<file path="src/rtl/alu_seq_ctrl.sv">
// Byte-serial ALU: accepts {command, A, B} frames over a valid/ready input
// and returns one or two result bytes over a valid/ready output.
module alu_seq_ctrl (
    input  logic       clk,
    input  logic       rst_n,
    input  logic [7:0] in_data,
    input  logic       in_valid,
    output logic       in_ready,
    output logic [7:0] out_data,
    output logic       out_valid,
    input  logic       out_ready,
    output logic       busy,
    output logic       err
);

    typedef enum logic [2:0] {IDLE, OPA, OPB, EXEC, OUT0, OUT1} state_t;

    localparam logic [2:0] OP_ADD = 3'd0;
    localparam logic [2:0] OP_SUB = 3'd1;
    localparam logic [2:0] OP_MUL = 3'd2;
    localparam logic [2:0] OP_DIV = 3'd3;
    localparam logic [2:0] OP_CMP = 3'd4;

    state_t     state;
    logic [2:0] op;
    logic [1:0] mode;
    logic [7:0] a_reg;
    logic [7:0] b_reg;
    logic [7:0] acc_hi;
    logic [7:0] acc_lo;
    logic [2:0] cnt;
    logic [7:0] res_hi;

    logic       is_long;
    logic [8:0] mul_sum;
    logic [7:0] mul_hi_next;
    logic [7:0] mul_lo_next;
    logic [8:0] div_shift;
    logic       div_ge;
    logic [8:0] div_diff;
    logic [7:0] div_rem_next;
    logic [7:0] div_q_next;
    logic [7:0] cmp_res;
    logic [7:0] short_res;
    logic       unused_cmd_bits;

    assign unused_cmd_bits = ^in_data[7:5];
    assign is_long = (op == OP_MUL) || (op == OP_DIV);

    // MUL: {acc_hi, acc_lo} holds {partial sum, remaining multiplier bits}.
    // DIV: acc_hi is the partial remainder, acc_lo shifts dividend out / quotient in.
    always_comb begin
        mul_sum      = {1'b0, acc_hi} + (acc_lo[0] ? {1'b0, a_reg} : 9'd0);
        mul_hi_next  = mul_sum[8:1];
        mul_lo_next  = {mul_sum[0], acc_lo[7:1]};
        div_shift    = {acc_hi, acc_lo[7]};
        div_ge       = div_shift >= {1'b0, b_reg};
        div_diff     = div_shift - {1'b0, b_reg};
        div_rem_next = div_ge ? div_diff[7:0] : div_shift[7:0];
        div_q_next   = {acc_lo[6:0], div_ge};
    end

    always_comb begin
        case (mode)
            2'b01:   cmp_res = (a_reg == b_reg) ? 8'h01 : 8'h00;
            2'b10:   cmp_res = (a_reg >  b_reg) ? 8'h01 : 8'h00;
            2'b11:   cmp_res = (a_reg <  b_reg) ? 8'h01 : 8'h00;
            default: cmp_res = 8'h01;
        endcase
        case (op)
            OP_ADD:  short_res = a_reg + b_reg;
            OP_SUB:  short_res = a_reg - b_reg;
            OP_CMP:  short_res = cmp_res;
            default: short_res = 8'hEE;
        endcase
    end

    always_ff @(posedge clk or negedge rst_n) begin
        if (!rst_n) begin
            state     <= IDLE;
            op        <= 3'd0;
            mode      <= 2'd0;
            a_reg     <= 8'h00;
            b_reg     <= 8'h00;
            acc_hi    <= 8'h00;
            acc_lo    <= 8'h00;
            cnt       <= 3'd0;
            res_hi    <= 8'h00;
            in_ready  <= 1'b1;
            out_data  <= 8'h00;
            out_valid <= 1'b0;
            busy      <= 1'b0;
            err       <= 1'b0;
        end else begin
            err <= 1'b0;
            case (state)
                IDLE: begin
                    if (in_valid) begin
                        op    <= in_data[2:0];
                        mode  <= in_data[4:3];
                        busy  <= 1'b1;
                        state <= OPA;
                    end
                end
                OPA: begin
                    if (in_valid) begin
                        a_reg <= in_data;
                        state <= OPB;
                    end
                end
                OPB: begin
                    if (in_valid) begin
                        b_reg    <= in_data;
                        acc_hi   <= 8'h00;
                        acc_lo   <= (op == OP_MUL) ? in_data : a_reg;
                        cnt      <= 3'd0;
                        err      <= (op > OP_CMP);
                        in_ready <= 1'b0;
                        state    <= EXEC;
                    end
                end
                EXEC: begin
                    if (is_long) begin
                        cnt    <= cnt + 3'd1;
                        acc_hi <= (op == OP_MUL) ? mul_hi_next : div_rem_next;
                        acc_lo <= (op == OP_MUL) ? mul_lo_next : div_q_next;
                        if (cnt == 3'd7) begin
                            // Divide-by-zero runs the full 8 steps, then reports 0/0.
                            if (op == OP_MUL) begin
                                out_data <= mul_lo_next;
                                res_hi   <= mul_hi_next;
                            end else begin
                                out_data <= (b_reg == 8'h00) ? 8'h00 : div_q_next;
                                res_hi   <= (b_reg == 8'h00) ? 8'h00 : div_rem_next;
                            end
                            out_valid <= 1'b1;
                            state     <= OUT0;
                        end
                    end else begin
                        out_data  <= short_res;
                        out_valid <= 1'b1;
                        state     <= OUT0;
                    end
                end
                OUT0: begin
                    if (out_ready) begin
                        if (is_long) begin
                            out_data <= res_hi;
                            state    <= OUT1;
                        end else begin
                            out_valid <= 1'b0;
                            in_ready  <= 1'b1;
                            busy      <= 1'b0;
                            state     <= IDLE;
                        end
                    end
                end
                OUT1: begin
                    if (out_ready) begin
                        out_valid <= 1'b0;
                        in_ready  <= 1'b1;
                        busy      <= 1'b0;
                        state     <= IDLE;
                    end
                end
                default: begin
                    out_valid <= 1'b0;
                    in_ready  <= 1'b1;
                    busy      <= 1'b0;
                    state     <= IDLE;
                end
            endcase
        end
    end

endmodule

</file>
<file path="config.mk">
export PLATFORM = sky130hd
export DESIGN_NAME = alu_seq_ctrl
export DESIGN_NICKNAME = d
export VERILOG_FILES = /design/src/rtl/alu_seq_ctrl.sv
export SDC_FILE = /design/constraint.sdc
export NUM_CORES = 1
export LEC_CHECK = 0
export ABC_AREA = 1
export CAP_MARGIN = 20
export CORE_MARGIN = 2
export CORE_UTILIZATION = 45
export CTS_BUF_LIST = sky130_fd_sc_hd__clkbuf_4
export DETAILED_ROUTE_END_ITERATION = 10
export PLACE_DENSITY = 0.63
export SLEW_MARGIN = 20
export SYNTH_ARGS = -nofsm -noshare
export SYNTH_HDL_FRONTEND = slang
export SYNTH_SLANG_ARGS = --single-unit
</file>
<file path="constraint.sdc">
create_clock -name clk -period 3.5 [get_ports clk]
set_input_delay 0.525 -clock clk [delete_from_list [all_inputs] [get_ports clk]]
set_output_delay 0.525 -clock clk [all_outputs]
set_load 0.005 [all_outputs]
</file>
==> out/summary.log <==
INFO  route          totalWireLength=13,900um
INFO  cells_and_area antenna_cells=0
INFO  timing         transition_time_at_the_pin_with_the_least_slew_margin=0.953ns
INFO  grt            wire_length_of_the_first_global_routing_pass=22,900um
INFO  route          drt-vias-per-instance=5.57
INFO  grt            grt_max_degree=37
INFO  cells_and_area finish.net_count=744
INFO  grt            global_route.usage.total=0.257
INFO  synthesis      synth.most_common_cell=sky130_fd_sc_hd__nand2_1
INFO  grt            antenna_found_initial=0
INFO  timing         max_freq=425MHz
INFO  synthesis      gate_count_post_synth=678
INFO  synthesis      main_flop_type_after_synthesis=sky130_fd_sc_hd__dfrtp_1
INFO  synthesis      post-synth-top-area-fraction=0.319
INFO  clocking       cts-hold-fix-buffers=0
INFO  clocking       cts-htree-levels=3
INFO  setup_path     regToRegSetupSlack=1.15ns
INFO  setup_path     cp.depth=12
INFO  synthesis      netlist_top_cells_count=sky130_fd_sc_hd__nand2_1, sky130_fd_sc_hd__inv_1, sky130_fd_sc_hd__dfrtp_1, sky130_fd_sc_hd__nand3_1, sky130_fd_sc_hd__a21oi_1
INFO  cells_and_area area_of_combinational_cells_with_multiple_inputs=2820um^2
INFO  synthesis      syn-mean-instance-area=7.17um^2
INFO  floorplan      die-area=11,600um^2
INFO  synthesis      synth_seq_area_share=0.325
INFO  power          net-switching-power=3.08mW
INFO  timing         slew_violations=0
INFO  place          finalWeightedCongestion=0.945
INFO  timing         timing_hold_violations_final=0
INFO  synthesis      netlist-cell-type-count=48
INFO  clocking       clock_insertion_delay_worst_skew=0.44ns
INFO  setup_path     cp_top_family=flip-flops
INFO  setup_path     crit_start=acc_lo[0]$_DFFE_PN0P_
INFO  synthesis      postSynth.asyncResetShare=1.00
INFO  floorplan      dieWidth=108um
INFO  timing         worst_slew_margin_rel=0.365
INFO  power          ir_worst_vdd=0.471mV
INFO  setup_path     worst_setup_path_end_kind=flip-flop
INFO  power          power.share.switching=0.549
INFO  setup_path     timing.setup.critical_path_class=reg -> reg
INFO  clocking       clockRootBuffer=sky130_fd_sc_hd__clkbuf_4
INFO  setup_path     number_of_buffer_and_inverter_stages_on_the_critical_path=1
INFO  timing         post-route-min-period=2.35ns
INFO  timing         final.setup.worst_slack=1.15ns
INFO  floorplan      die_height=108um
INFO  place          portBuffers=23
INFO  clocking       clkTransAtPathRegs=0.12ns
INFO  clocking       cts_repair_resize_count=0
INFO  power          power_density=1060nW/um^2
INFO  clocking       tritoncts_num_sinks=63
INFO  floorplan      num_rows=37
INFO  synthesis      synth_edf_count=0
INFO  timing         setup_tns=0ns
INFO  power          total_leakage_power=2.72nW
INFO  power          internal_power=2.53mW
INFO  setup_path     rr_worst_depth=12
INFO  status         outcome=finished, final reports clean
INFO  place          post_place_setup_slack=1.24ns
INFO  synthesis      synth_top_area_cell=sky130_fd_sc_hd__dfrtp_1
INFO  route          drc=0
INFO  cells_and_area final_core_util=0.507
INFO  cells_and_area syn_to_final_growth=8.55%
INFO  grt            vias_in_the_first_global_route=4,484
INFO  setup_path     rr_endpoint=res_hi[7]$_DFFE_PN0P_
INFO  setup_path     r2r-start=acc_lo[0]$_DFFE_PN0P_
INFO  place          place_hpwl=10,600um
INFO  synthesis      postSynthRegisterBits=63
INFO  clocking       tritoncts=yes
INFO  timing         timing.final.setup_violations=0
INFO  cells_and_area post_route_cells_drive_above_1_share=0.0786
INFO  timing         whs=0.216ns
INFO  min_path       min_path_type=in -> async
INFO  setup_path     timing.critical_path.arrival=2.73ns
INFO  timing         final.setup_skew=0.0185ns
INFO  synthesis      synthesis.yosys.warnings=0
INFO  route          drt-wirelength-per-cell=16.6um
INFO  timing         rsz0062_at_grt=false
INFO  setup_path     required=3.88ns
INFO  power          p_comb_frac=0.674
INFO  route          route.vias.total=4,657
INFO  floorplan      num_io_pins=24
INFO  setup_path     critical-path-max-stage-delay=0.60ns
INFO  setup_path     critical-path-slowest-cell=sky130_fd_sc_hd__dfrtp_1
INFO  grt            global_route.overflow_total=0
INFO  synthesis      post_synth_main_area_contributors=sky130_fd_sc_hd__dfrtp_1, sky130_fd_sc_hd__nand2_1, sky130_fd_sc_hd__ha_1
INFO  synthesis      synth_fp_nets=727
INFO  power          pwr-share-seq=0.244
INFO  route          drt_pass1_iterations=5
INFO  clocking       post-cts-setup-buffer-count=0
INFO  clocking       tritoncts.num_buffers=9
INFO  floorplan      core=10,400um^2
INFO  route          first_iter_violations=451
INFO  floorplan      initial_utilization=0.467
INFO  clocking       clk_path_buf_depth=2
INFO  cells_and_area sequential_cell_area=1580um^2
INFO  setup_path     cp_cell_sequence=nand2_1 -> inv_1 -> ha_1 -> fa_1 -> a21oi_1 -> o21ai_0 -> nand4_1 -> nand3_1 -> nand2_1 -> a21oi_1 -> nand2_1 -> nand2_1
INFO  setup_path     cp-endpoint=res_hi[7]$_DFFE_PN0P_
INFO  route          final_antenna_net_count=0
INFO  cells_and_area fillers=1,067
INFO  setup_path     critPathLaunchType=flip-flop
INFO  setup_path     path_max_fanout=10
INFO  setup_path     timing.critical_path.mode_cell=sky130_fd_sc_hd__nand2_1
INFO  place          placed_cells_incl_taps=820
INFO  timing         layout_worst_path_cycle_share=0.672
INFO  cells_and_area finalNonFillerCells=836
INFO  flow_run       drv.max_cap_violation_count=0
INFO  synthesis      netlist_area=4860um^2
INFO  power          clockPowerShare=0.082
[per-stage QoR]
step	power, mW	area [um^2]
global route	6.20	5280
detailed placement	5.11	5160
global placement	5.04	5160
CTS	5.57	5280
floorplan	4.14	4860
finish	5.61	5280
[power groups by stage]
| stage | logic (mW) | clock network, mW | registers, mW |
|---|---|---|---|
| floorplan | 2.87 | 0 | 1.26 |
| global placement | 3.67 | 0 | 1.37 |
| detailed placement | 3.73 | 0 | 1.38 |
| CTS | 3.74 | 0.460 | 1.37 |
| global route | 4.29 | 0.503 | 1.41 |
| finish | 3.78 | 0.461 | 1.37 |
[placed cells by master (no fill, tap or decap), types with 3 or more instances in the layout]
cell                                n
sky130_fd_sc_hd__nand2_1          184
sky130_fd_sc_hd__inv_1             77
sky130_fd_sc_hd__dfrtp_1           62
sky130_fd_sc_hd__nand3_1           57
sky130_fd_sc_hd__a21oi_1           52
sky130_fd_sc_hd__o21ai_0           42
sky130_fd_sc_hd__nor2_1            36
sky130_fd_sc_hd__ha_1              33
sky130_fd_sc_hd__clkdlybuf4s50_1   22
sky130_fd_sc_hd__o21ai_1           18
sky130_fd_sc_hd__nand4_1           11
sky130_fd_sc_hd__clkbuf_4          11
sky130_fd_sc_hd__o211ai_1           8
sky130_fd_sc_hd__inv_2              7
sky130_fd_sc_hd__a31oi_1            7
sky130_fd_sc_hd__xor2_1             7
sky130_fd_sc_hd__or2_2              5
sky130_fd_sc_hd__nand2_2            5
sky130_fd_sc_hd__o211ai_2           4
sky130_fd_sc_hd__xnor2_1            4
sky130_fd_sc_hd__fa_1               4
sky130_fd_sc_hd__or2_1              3
sky130_fd_sc_hd__nor3_1             3
sky130_fd_sc_hd__buf_4              3
[kinds of logic (layout without fill, tap and decap cells)]
group / after synthesis / count (layout) / synth area share
AND/OR/NAND/NOR: 315 / 315 / 0.289
XOR/XNOR: 11 / 11 / 0.0198
buffers and inverters: 108 / 130 / 0.0947
adder cells (fa/ha/maj): 37 / 37 / 0.101
flip-flops: 63 / 63 / 0.325
AO/OA/AOI/OAI: 144 / 144 / 0.171
[worst min-delay path by stage]
stage / depth (start not counted) / slack [ns] / end
finish: 1 / 0.22 / op[0]$_DFFE_PN0P_
global route: 1 / 0.28 / busy$_DFFE_PN0P_
CTS: 1 / 0.25 / op[0]$_DFFE_PN0P_
detailed placement: 2 / 0.47 / in_ready$_DFFE_PN1P_
global placement: 2 / 0.46 / in_ready$_DFFE_PN1P_
floorplan: 0 / 0.23 / a_reg[0]$_DFFE_PN0P_
[layout make-up]
type / instances / area share
Clock buffer: 11 / 0.0157
Clock inverter: 5 / 0.00664
Inverter: 88 / 0.0645
Multi-Input combinational cell: 507 / 0.535
Sequential cell: 63 / 0.299
Tap cell: 136 / 0.0323
Timing Repair Buffer: 26 / 0.0470
[per-layer routing]
metal  global-route usage  vias to the layer above  part of all wire
li1                     -                     2269                 -
met1                0.351                     2181              0.44
met2                0.412                      179              0.46
met3               0.0362                       28             0.062
met4                0.102                        0             0.031
met5                    0                        -                 0
Note: power is estimated with default switching activity, not from simulation.
